$ cat src/rtl/mailbox_pkg.sv
// Shared state encoding and default parameters for the mailbox deserializer.
package mailbox_pkg;

  localparam int unsigned DEF_WIDTH   = 64;
  localparam int unsigned DEF_BEATS   = 4;
  localparam int unsigned DEF_TIMEOUT = 255;

  typedef enum logic {
    COLLECT = 1'b0,
    FULL    = 1'b1
  } state_e;

endpackage

$ cat src/rtl/mailbox_idle_timer.sv
// Counts idle cycles while a partial message is held; flags expiry after TIMEOUT.
module mailbox_idle_timer
  import mailbox_pkg::*;
#(
  parameter int unsigned TIMEOUT = DEF_TIMEOUT
) (
  input  logic clock,
  input  logic reset,
  input  logic run,
  input  logic clear,
  output logic expire_c
);

  localparam int unsigned IDLE_W = $clog2(TIMEOUT + 1);

  logic [IDLE_W-1:0] idle_q;
  logic [IDLE_W-1:0] idle_d;

  // Expiry fires in the cycle the count would reach TIMEOUT.
  assign expire_c = run && (idle_q == IDLE_W'(TIMEOUT - 1));

  always_comb begin
    idle_d = idle_q;
    if (clear || expire_c) begin
      idle_d = '0;
    end else if (run) begin
      idle_d = idle_q + IDLE_W'(1);
    end
  end

  always_ff @(posedge clock or posedge reset) begin
    if (reset) begin
      idle_q <= '0;
    end else begin
      idle_q <= idle_d;
    end
  end

endmodule

$ cat src/rtl/mailbox_deserializer.sv
// Assembles BEATS mailbox beats into one message, beat 0 in the LSBs.
// Optional inter-beat idle timeout enabled by MAILBOX_DESER_TIMEOUT_EN.
module mailbox_deserializer
  import mailbox_pkg::*;
#(
  parameter int unsigned WIDTH   = DEF_WIDTH,
  parameter int unsigned BEATS   = DEF_BEATS,
  parameter int unsigned TIMEOUT = DEF_TIMEOUT
) (
  input  logic                     clock,
  input  logic                     reset,
  input  logic                     in_valid,
  output logic                     in_ready,
  input  logic [WIDTH-1:0]         in_bits,
  output logic                     out_valid,
  input  logic                     out_ready,
  output logic [WIDTH*BEATS-1:0]   out_bits,
  output logic                     timeout_err
);

  localparam int unsigned CNT_W = $clog2(BEATS);
  localparam int unsigned MSG_W = WIDTH * BEATS;

  if (BEATS < 2 || TIMEOUT < 1) begin : g_param_check
    $error("mailbox_deserializer: BEATS must be >= 2 and TIMEOUT >= 1");
  end

  state_e             state_q;
  state_e             state_d;
  logic [CNT_W-1:0]   cnt_q;
  logic [CNT_W-1:0]   cnt_d;
  logic [MSG_W-1:0]   data_q;
  logic [MSG_W-1:0]   data_d;
  logic               in_fire;
  logic               out_fire;
  logic               expire_c;

  assign in_ready  = (state_q == COLLECT);
  assign out_valid = (state_q == FULL);
  assign out_bits  = data_q;
  assign in_fire   = in_valid & in_ready;
  assign out_fire  = out_valid & out_ready;

`ifdef MAILBOX_DESER_TIMEOUT_EN
  logic timer_run;
  logic timeout_err_q;
  logic timeout_err_d;

  // Idle time only accumulates while a partial message sits in COLLECT.
  assign timer_run     = in_ready && (cnt_q != '0) && !in_fire;
  assign timeout_err_d = expire_c;
  assign timeout_err   = timeout_err_q;

  mailbox_idle_timer #(
    .TIMEOUT (TIMEOUT)
  ) u_idle_timer (
    .clock    (clock),
    .reset    (reset),
    .run      (timer_run),
    .clear    (in_fire),
    .expire_c (expire_c)
  );

  always_ff @(posedge clock or posedge reset) begin
    if (reset) begin
      timeout_err_q <= 1'b0;
    end else begin
      timeout_err_q <= timeout_err_d;
    end
  end
`else
  assign expire_c    = 1'b0;
  assign timeout_err = 1'b0;
`endif

  always_comb begin
    state_d = state_q;
    cnt_d   = cnt_q;
    data_d  = data_q;
    unique case (state_q)
      COLLECT: begin
        if (in_fire) begin
          for (int unsigned k = 0; k < BEATS; k++) begin
            if (cnt_q == CNT_W'(k)) begin
              data_d[k*WIDTH +: WIDTH] = in_bits;
            end
          end
          if (cnt_q == CNT_W'(BEATS - 1)) begin
            cnt_d   = '0;
            state_d = FULL;
          end else begin
            cnt_d = cnt_q + CNT_W'(1);
          end
        end else if (expire_c) begin
          cnt_d = '0;
        end
      end
      FULL: begin
        if (out_fire) begin
          state_d = COLLECT;
        end
      end
    endcase
  end

  always_ff @(posedge clock or posedge reset) begin
    if (reset) begin
      state_q <= COLLECT;
      cnt_q   <= '0;
    end else begin
      state_q <= state_d;
      cnt_q   <= cnt_d;
    end
  end

  // Payload needs no reset: out_bits is only meaningful while FULL.
  always_ff @(posedge clock) begin
    data_q <= data_d;
  end

endmodule

$ cat config.mk
export PLATFORM = sky130hd
export DESIGN_NAME = mailbox_deserializer
export DESIGN_NICKNAME = d
export VERILOG_FILES = /design/src/rtl/mailbox_pkg.sv /design/src/rtl/mailbox_idle_timer.sv /design/src/rtl/mailbox_deserializer.sv
export SDC_FILE = /design/constraint.sdc
export NUM_CORES = 1
export LEC_CHECK = 0
export CORE_MARGIN = 2
export CORE_UTILIZATION = 35
export CTS_CLUSTER_DIAMETER = 150
export DETAILED_ROUTE_END_ITERATION = 10
export HOLD_SLACK_MARGIN = 0.12
export PLACE_DENSITY = 0.72
export SYNTH_ARGS = -nofsm -noshare
export SYNTH_HDL_FRONTEND = slang
export SYNTH_SLANG_ARGS = --single-unit
$ cat constraint.sdc
create_clock -name clock -period 2.4 [get_ports clock]
set_input_delay 0.36 -clock clock [delete_from_list [all_inputs] [get_ports clock]]
set_output_delay 0.36 -clock clock [all_outputs]
set_load 0.005 [all_outputs]
==> metrics.md, run 1 <==
| Metric | Value |
|---|---|
| Most frequent cell after synthesis | `edfxtp_1` |
| Type of the most critical hold path | `in2reg` |
| Hold Path Origin | `out_ready` |
| First-pass GRT wire length | `25740 µm` |
| Post-synthesis sequential area ratio | `97.95%` |
| Asr flop ratio synth | `1.158%` |
| Initial antenna violation count | `0` |
| Final WL | `17680 µm` |
| Finished Layout Cells | `938` |
| Max-Cap Viols | `0` |
| PortBufs | `325` |
| Placed wire-length estimate | `12040 µm` |
| Longest Clk Path Bufs | `3` |
| Die footprint | `23860 µm²` |
| Reg area | `7762 µm²` |
| Commonest cells post-synth | `edfxtp_1 (256), and2_2 (4), ha_1 (4), inv_1 (4), dfrtp_1 (3)` |
| Avg Synthesized Cell Area | `28.51 µm²` |
| Met3 global-route usage | `5.156%` |
| WL per Instance | `18.85 µm` |
| Top FF cell, synth | `edfxtp_1` |
| Setup CP Type | `reg2out` |
| Cts repair resizes | `0` |
| Final Net Count | `708` |
| Die Width | `154.5 µm` |
| Worst vdd ir | `0.6654 mV` |
| Clock Latency Late Sink | `520 ps` |
| Setup TNS | `0 ps` |
| Share of cells above drive strength 1 | `7.351%` |
| Final setup fails | `0` |
| Netlist cell types | `11` |
| R2r setup slk | `820 ps` |
| Outcome | `finished, final reports clean` |
| Yosys warnings | `0` |
| Launching element type of the critical path | `register` |
| Critical path endpoint category | `primary output` |
| Clk slew on worst S/H paths | `60 ps` |
| Util after Layout | `55.74%` |
| Max FO, Critical Path | `3` |
| Area growth syn-to-layout | `57.78%` |
| Leakage | `4.214 nW` |
| Clock Sinks | `259` |
| Critical Path Max Stage Delay | `510 ps` |
| Worst EP required | `2040 ps` |
| Hold Crit Endpoint | `out_valid` |
| GR Util met1 | `16.15%` |
| Diode count | `0` |
| Fin Clk Skew | `22.67 ps` |
| Cell chosen for the clock root | `clkbuf_16` |
| Post-synthesis cell area | `7925 µm²` |
| Vias in the first global route | `4242` |
| CP max-delay cell | `clkdlybuf4s50_1` |
| Fmax | `531.9 MHz` |
| Antenna-violating nets left | `0` |
| Reg2reg path depth | `3` |
| Pwr per Cell Area | `995.6 nW/µm²` |
| Vias per Instance | `4.402` |
| Placed cell count | `893` |
| Largest net degree at the start of global routing | `65` |
| Syn_nets | `350` |
| Overall Global Routing Usage | `14.16%` |
| Clock buffer count from CTS | `25` |
| Hold Crit Depth | `2` |
| Post-CTS Hold Buffers | `1` |
| Tmin final | `1880 ps` |
| Routability cong. | `0.7307` |
| Yosys top cell by area | `edfxtp_1` |
| GRT met2 Usage | `24.94%` |
| Worst r2r src | `out_valid` |
| Tot Pwr | `12.45 mW` |
| Core area | `22430 µm²` |
| Synth top area share | `97.00%` |
| Busiest layer in global routing | `met2` |
| 1st-pass router iterations | `4` |
| Slew Viols, Final | `0` |
| Fin crit share | `78.34%` |
| EDFF count, synth | `256` |
| R2r endpoint | `out_bits[106]` |
| GRT overflow | `0` |
| Residual DRC | `0` |
| TritonCTS clock tree | `yes` |
| Filler cells | `1660` |
| Postcts setup bufs | `0` |
| H-tree depth | `1` |
| Worst-path cell chain | `inv_1 -> clkdlybuf4s50_1` |
| Drt initial violations | `137` |
| Io pins | `327` |
| Die height | `154.5 µm` |
| Final Hold Viols | `0` |
| Crit path DAT | `1520 ps` |
| Syn Inst Count | `278` |
| RSZ-0062 raised after global routing | `false` |
| Row count | `55` |
| Top cells by area, synth | `edfxtp_1 (97%), dfrtp_1 (0.95%), ha_1 (0.63%), and2_2 (0.38%), mux2_4 (0.38%)` |
| Area of the multi-input gates | `145.1 µm²` |
| #FFs+latches synth | `259` |
| Initial Util | `35.33%` |
| Routed via count | `4129` |
-- how the worst max path moves through the flow --
stage | start | cells after the start | slack (ps) | to
after floorplan | out_valid | 2 | 530 | out_bits[0]
after global placement | in_valid | 4 | 430 | out_bits[207]
after detailed placement | in_valid | 4 | 420 | out_bits[238]
after CTS | out_valid | 2 | 490 | in_ready
after global routing | out_valid | 2 | 430 | in_ready
final | out_valid | 2 | 520 | in_ready
-- sequential cells by signal, summed over array words and instances, names as in the netlist --
register	flops
out_bits	256
cnt_q	2
out_valid	1
-- cell usage in the layout, fill, tap and decap left out, drive strengths merged --
cell type and count:
bufinv 5, o2bb2ai 1, clkdlybuf4s50 325, clkinv 9, nor2 1, mux2 2, inv 5, nor2b 1
conb 1, clkbuf 29, and2 4, dfrtp 3, buf 6, dlygate4sd3 1, edfxtp 256, ha 4
-- routing by layer --
layer / vias to the layer above / wire [µm] / share of wire, %
li1: 1833 / - / -
met1: 2041 / 6570 / 37
met2: 224 / 8879 / 50
met3: 31 / 1718 / 9.7
met4: 0 / 511 / 2.9
met5: - / 0 / 0
-- area by class of cell --
cell class	count	area share [%]
Sequential cell	259	62.08
Clock buffer	29	5.123
Tap cell	285	2.852
Inverter	4	0.1201
Clock inverter	15	1.611
Timing Repair Buffer	332	27.06
Multi-Input combinational cell	14	1.161
-- per-stage QoR --
stage / hold slack, ps / setup WS, ps / instance area, µm²
after floorplan: 113.6 / 525.1 / 7925
after global placement: 550.0 / 430.0 / 11650
after detailed placement: 575.2 / 418.3 / 11650
after CTS: 391.6 / 492.6 / 12500
after global routing: 424.2 / 434.5 / 12500
final: 421.4 / 519.9 / 12500
-- critical path, delay by kind of cell (launching register included) --
| family | cells | cell delay [ps] |
|---|---|---|
| buffers and inverters | 2 | 610 |
| flip-flops | 1 | 420 |
-- cells by family (layout without fill, tap and decap cells) --
group | after synthesis | in the layout | synth area share [%]
AOI/OAI and AO/OA | 1 | 1 | 0.1105
and+or+nand+nor | 6 | 6 | 0.5999
buffers and inverters | 5 | 380 | 0.2842
DFF | 259 | 259 | 97.95
muxes | 2 | 2 | 0.3789
other | 1 | 1 | 0.04732
adders and majority gates | 4 | 4 | 0.6315
-- where the power goes --
group	internal [mW]	leakage [nW]	switching, mW	total (mW)
registers	5.94	2.38	0.228	6.17
logic	1.32	1.42	1.01	2.34
clock network	2.44	0.412	1.51	3.95
total	9.70	4.21	2.75	12.4
No activity file was read; power rests on OpenSTA's default activity.
==> inputs of run 2 (changes only) <==
--- a/config.mk
+++ b/config.mk
@@ -10,7 +10,7 @@
 export CTS_CLUSTER_DIAMETER = 150
 export DETAILED_ROUTE_END_ITERATION = 10
 export HOLD_SLACK_MARGIN = 0.12
-export PLACE_DENSITY = 0.72
+export PLACE_DENSITY = 0.75
 export SYNTH_ARGS = -nofsm -noshare
 export SYNTH_HDL_FRONTEND = slang
 export SYNTH_SLANG_ARGS = --single-unit
==> constraint.sdc (replaced) <==
create_clock -name clock -period 1.6 [get_ports clock]
set_input_delay 0.24 -clock clock [delete_from_list [all_inputs] [get_ports clock]]
set_output_delay 0.24 -clock clock [all_outputs]
set_load 0.005 [all_outputs]
==> metrics.md, run 2 (same netlist as run 1, synthesis figures left out) <==
| Metric | Value |
|---|---|
| Outcome | `finished, final reports clean` |
| Routability cong. | `0.7954` |
| Critical path endpoint category | `primary output` |
| Clock buffer count from CTS | `26` |
| Die Width | `154.5 µm` |
| Fin crit share | `97.90%` |
| Slew Viols, Final | `0` |
| GRT overflow | `0` |
| Commonest non-fill, non-tap cell in the layout | `edfxtp_1` |
| Final worst slack | `33.61 ps` |
| Tmin final | `1566 ps` |
| Util after Layout | `55.59%` |
| Max FO, Critical Path | `1` |
| Critical Path Max Stage Delay | `500 ps` |
| Final setup fails | `0` |
| Routed via count | `4196` |
| Fin Clk Skew | `14.56 ps` |
| Diode count | `0` |
| TritonCTS clock tree | `yes` |
| Worst r2r src | `out_valid` |
| Die footprint | `23860 µm²` |
| Vias per Instance | `4.426` |
| R2r setup slk | `80 ps` |
| Worst-path cell chain | `clkdlybuf4s50_1` |
| Clock Sinks | `259` |
| Vias in the first global route | `4423` |
| H-tree depth | `1` |
| Worst path depth | `1` |
| R2r endpoint | `out_bits[96]` |
| CP max-delay cell | `clkdlybuf4s50_1` |
| Share of cells above drive strength 1 | `8.899%` |
| Clock Latency Late Sink | `510 ps` |
| Clk slew on worst S/H paths | `60 ps` |
| Residual DRC | `0` |
| Crit-path leading delay family | `buffers and inverters` |
| CP bufs+invs | `1` |
| Setup TNS | `0 ps` |
| Antenna-violating nets left | `0` |
| 1st-pass router iterations | `4` |
| Io pins | `327` |
| Placed wire-length estimate | `12790 µm` |
| Pwr per Cell Area | `1447 nW/µm²` |
| Die height | `154.5 µm` |
| Hold Path Origin | `out_ready` |
| Area growth syn-to-layout | `57.36%` |
| First-pass GRT wire length | `26900 µm` |
| Most frequent cells in the layout | `edfxtp_1 (256), dlygate4sd2_1 (196), clkdlybuf4s50_1 (74)` |
| Row count | `55` |
| Max FFs per register | `256` |
| Largest net degree at the start of global routing | `34` |
| RSZ-0062 raised after global routing | `false` |
| Hold Crit Endpoint | `out_valid` |
| PortBufs | `325` |
| Fmax | `638.4 MHz` |
| Max-Cap Viols | `0` |
| Final WL | `18720 µm` |
| Reg2reg path depth | `4` |
| Final Hold Viols | `0` |
| Final instance area | `12470 µm²` |
| Cell chosen for the clock root | `clkbuf_16` |
| Worst vdd ir | `0.8002 mV` |
| Type of the most critical hold path | `in2reg` |
| Final Net Count | `717` |
| Hold Crit Depth | `2` |
| Crit path DAT | `1330 ps` |
| Core area | `22430 µm²` |
| Final hold slack | `304.7 ps` |
| Drt initial violations | `199` |
| Placed Area | `11720 µm²` |
| Launching element type of the critical path | `register` |
| Initial Util | `35.33%` |
| Longest Clk Path Bufs | `3` |
| Post-place setup slack | `-158.7 ps` |
| Initial antenna violation count | `0` |
| WL per Instance | `19.75 µm` |
| Overall Global Routing Usage | `14.81%` |
| Setup CP Type | `reg2out` |
| Worst EP required | `1360 ps` |
| Leakage | `5.019 nW` |
run 2: worst max path at each step:
stage / from / end / slack, ps
detailed placement: in_valid / out_bits[113] / -160
global route: out_bits[155] / out_bits[155] / 4
floorplan: out_valid / out_bits[0] / -270
finish: out_bits[155] / out_bits[155] / 30
global placement: in_valid / out_bits[84] / -140
CTS: out_bits[152] / out_bits[152] / 0.3
run 2: final cells by class:
class / count / area [µm²]
clock buffer: 31 / 690.7
clock inverter: 15 / 125.1
fill: 1727 / 9963
inverter: 4 / 15.01
multi-input combinational: 14 / 145.1
sequential: 259 / 7762
tap: 285 / 356.6
timing repair buffer: 340 / 3376
run 2: what timing repair did:
| item | 4_1_cts | 5_1_grt |
|---|---|---|
| endpoints found under the hold margin | 3 | 0 |
| buffers inserted | 1 | 0 |
| cloned | 0 | 1 |
| hold buffers | 1 | 0 |
| resized for setup | 198 | 56 |
| setup endpoints to repair | 197 | 73 |
run 2: where the power goes:
| group | internal, mW | switching, mW |
|---|---|---|
| clock | 3.39 | 2.32 |
| sequential | 8.90 | 0.322 |
| combinational | 1.55 | 1.58 |
| total | 13.8 | 4.21 |
run 2: stage by stage:
step,instances,power [mW]
2_1_floorplan,278,10.15
3_3_place_gp,899,12.94
3_5_place_dp,899,13.05
4_1_cts,947,18.30
5_1_grt,948,18.83
6_report,948,18.04
run 2: routing by layer:
layer | global-route usage, % | part of all wire, %
met5 | 0 | 0
met4 | 5.071 | 2.7
met3 | 4.735 | 9.2
met2 | 25.55 | 49
met1 | 17.61 | 39
==> inputs of run 3 (changes only) <==
--- a/config.mk
+++ b/config.mk
@@ -9,7 +9,6 @@
 export CORE_UTILIZATION = 35
 export CTS_CLUSTER_DIAMETER = 150
 export DETAILED_ROUTE_END_ITERATION = 10
-export HOLD_SLACK_MARGIN = 0.12
 export PLACE_DENSITY = 0.75
 export SYNTH_ARGS = -nofsm -noshare
 export SYNTH_HDL_FRONTEND = slang
==> results of run 3 <==
Same layout as run 2: the final DEF is identical, and so are final timing and power.
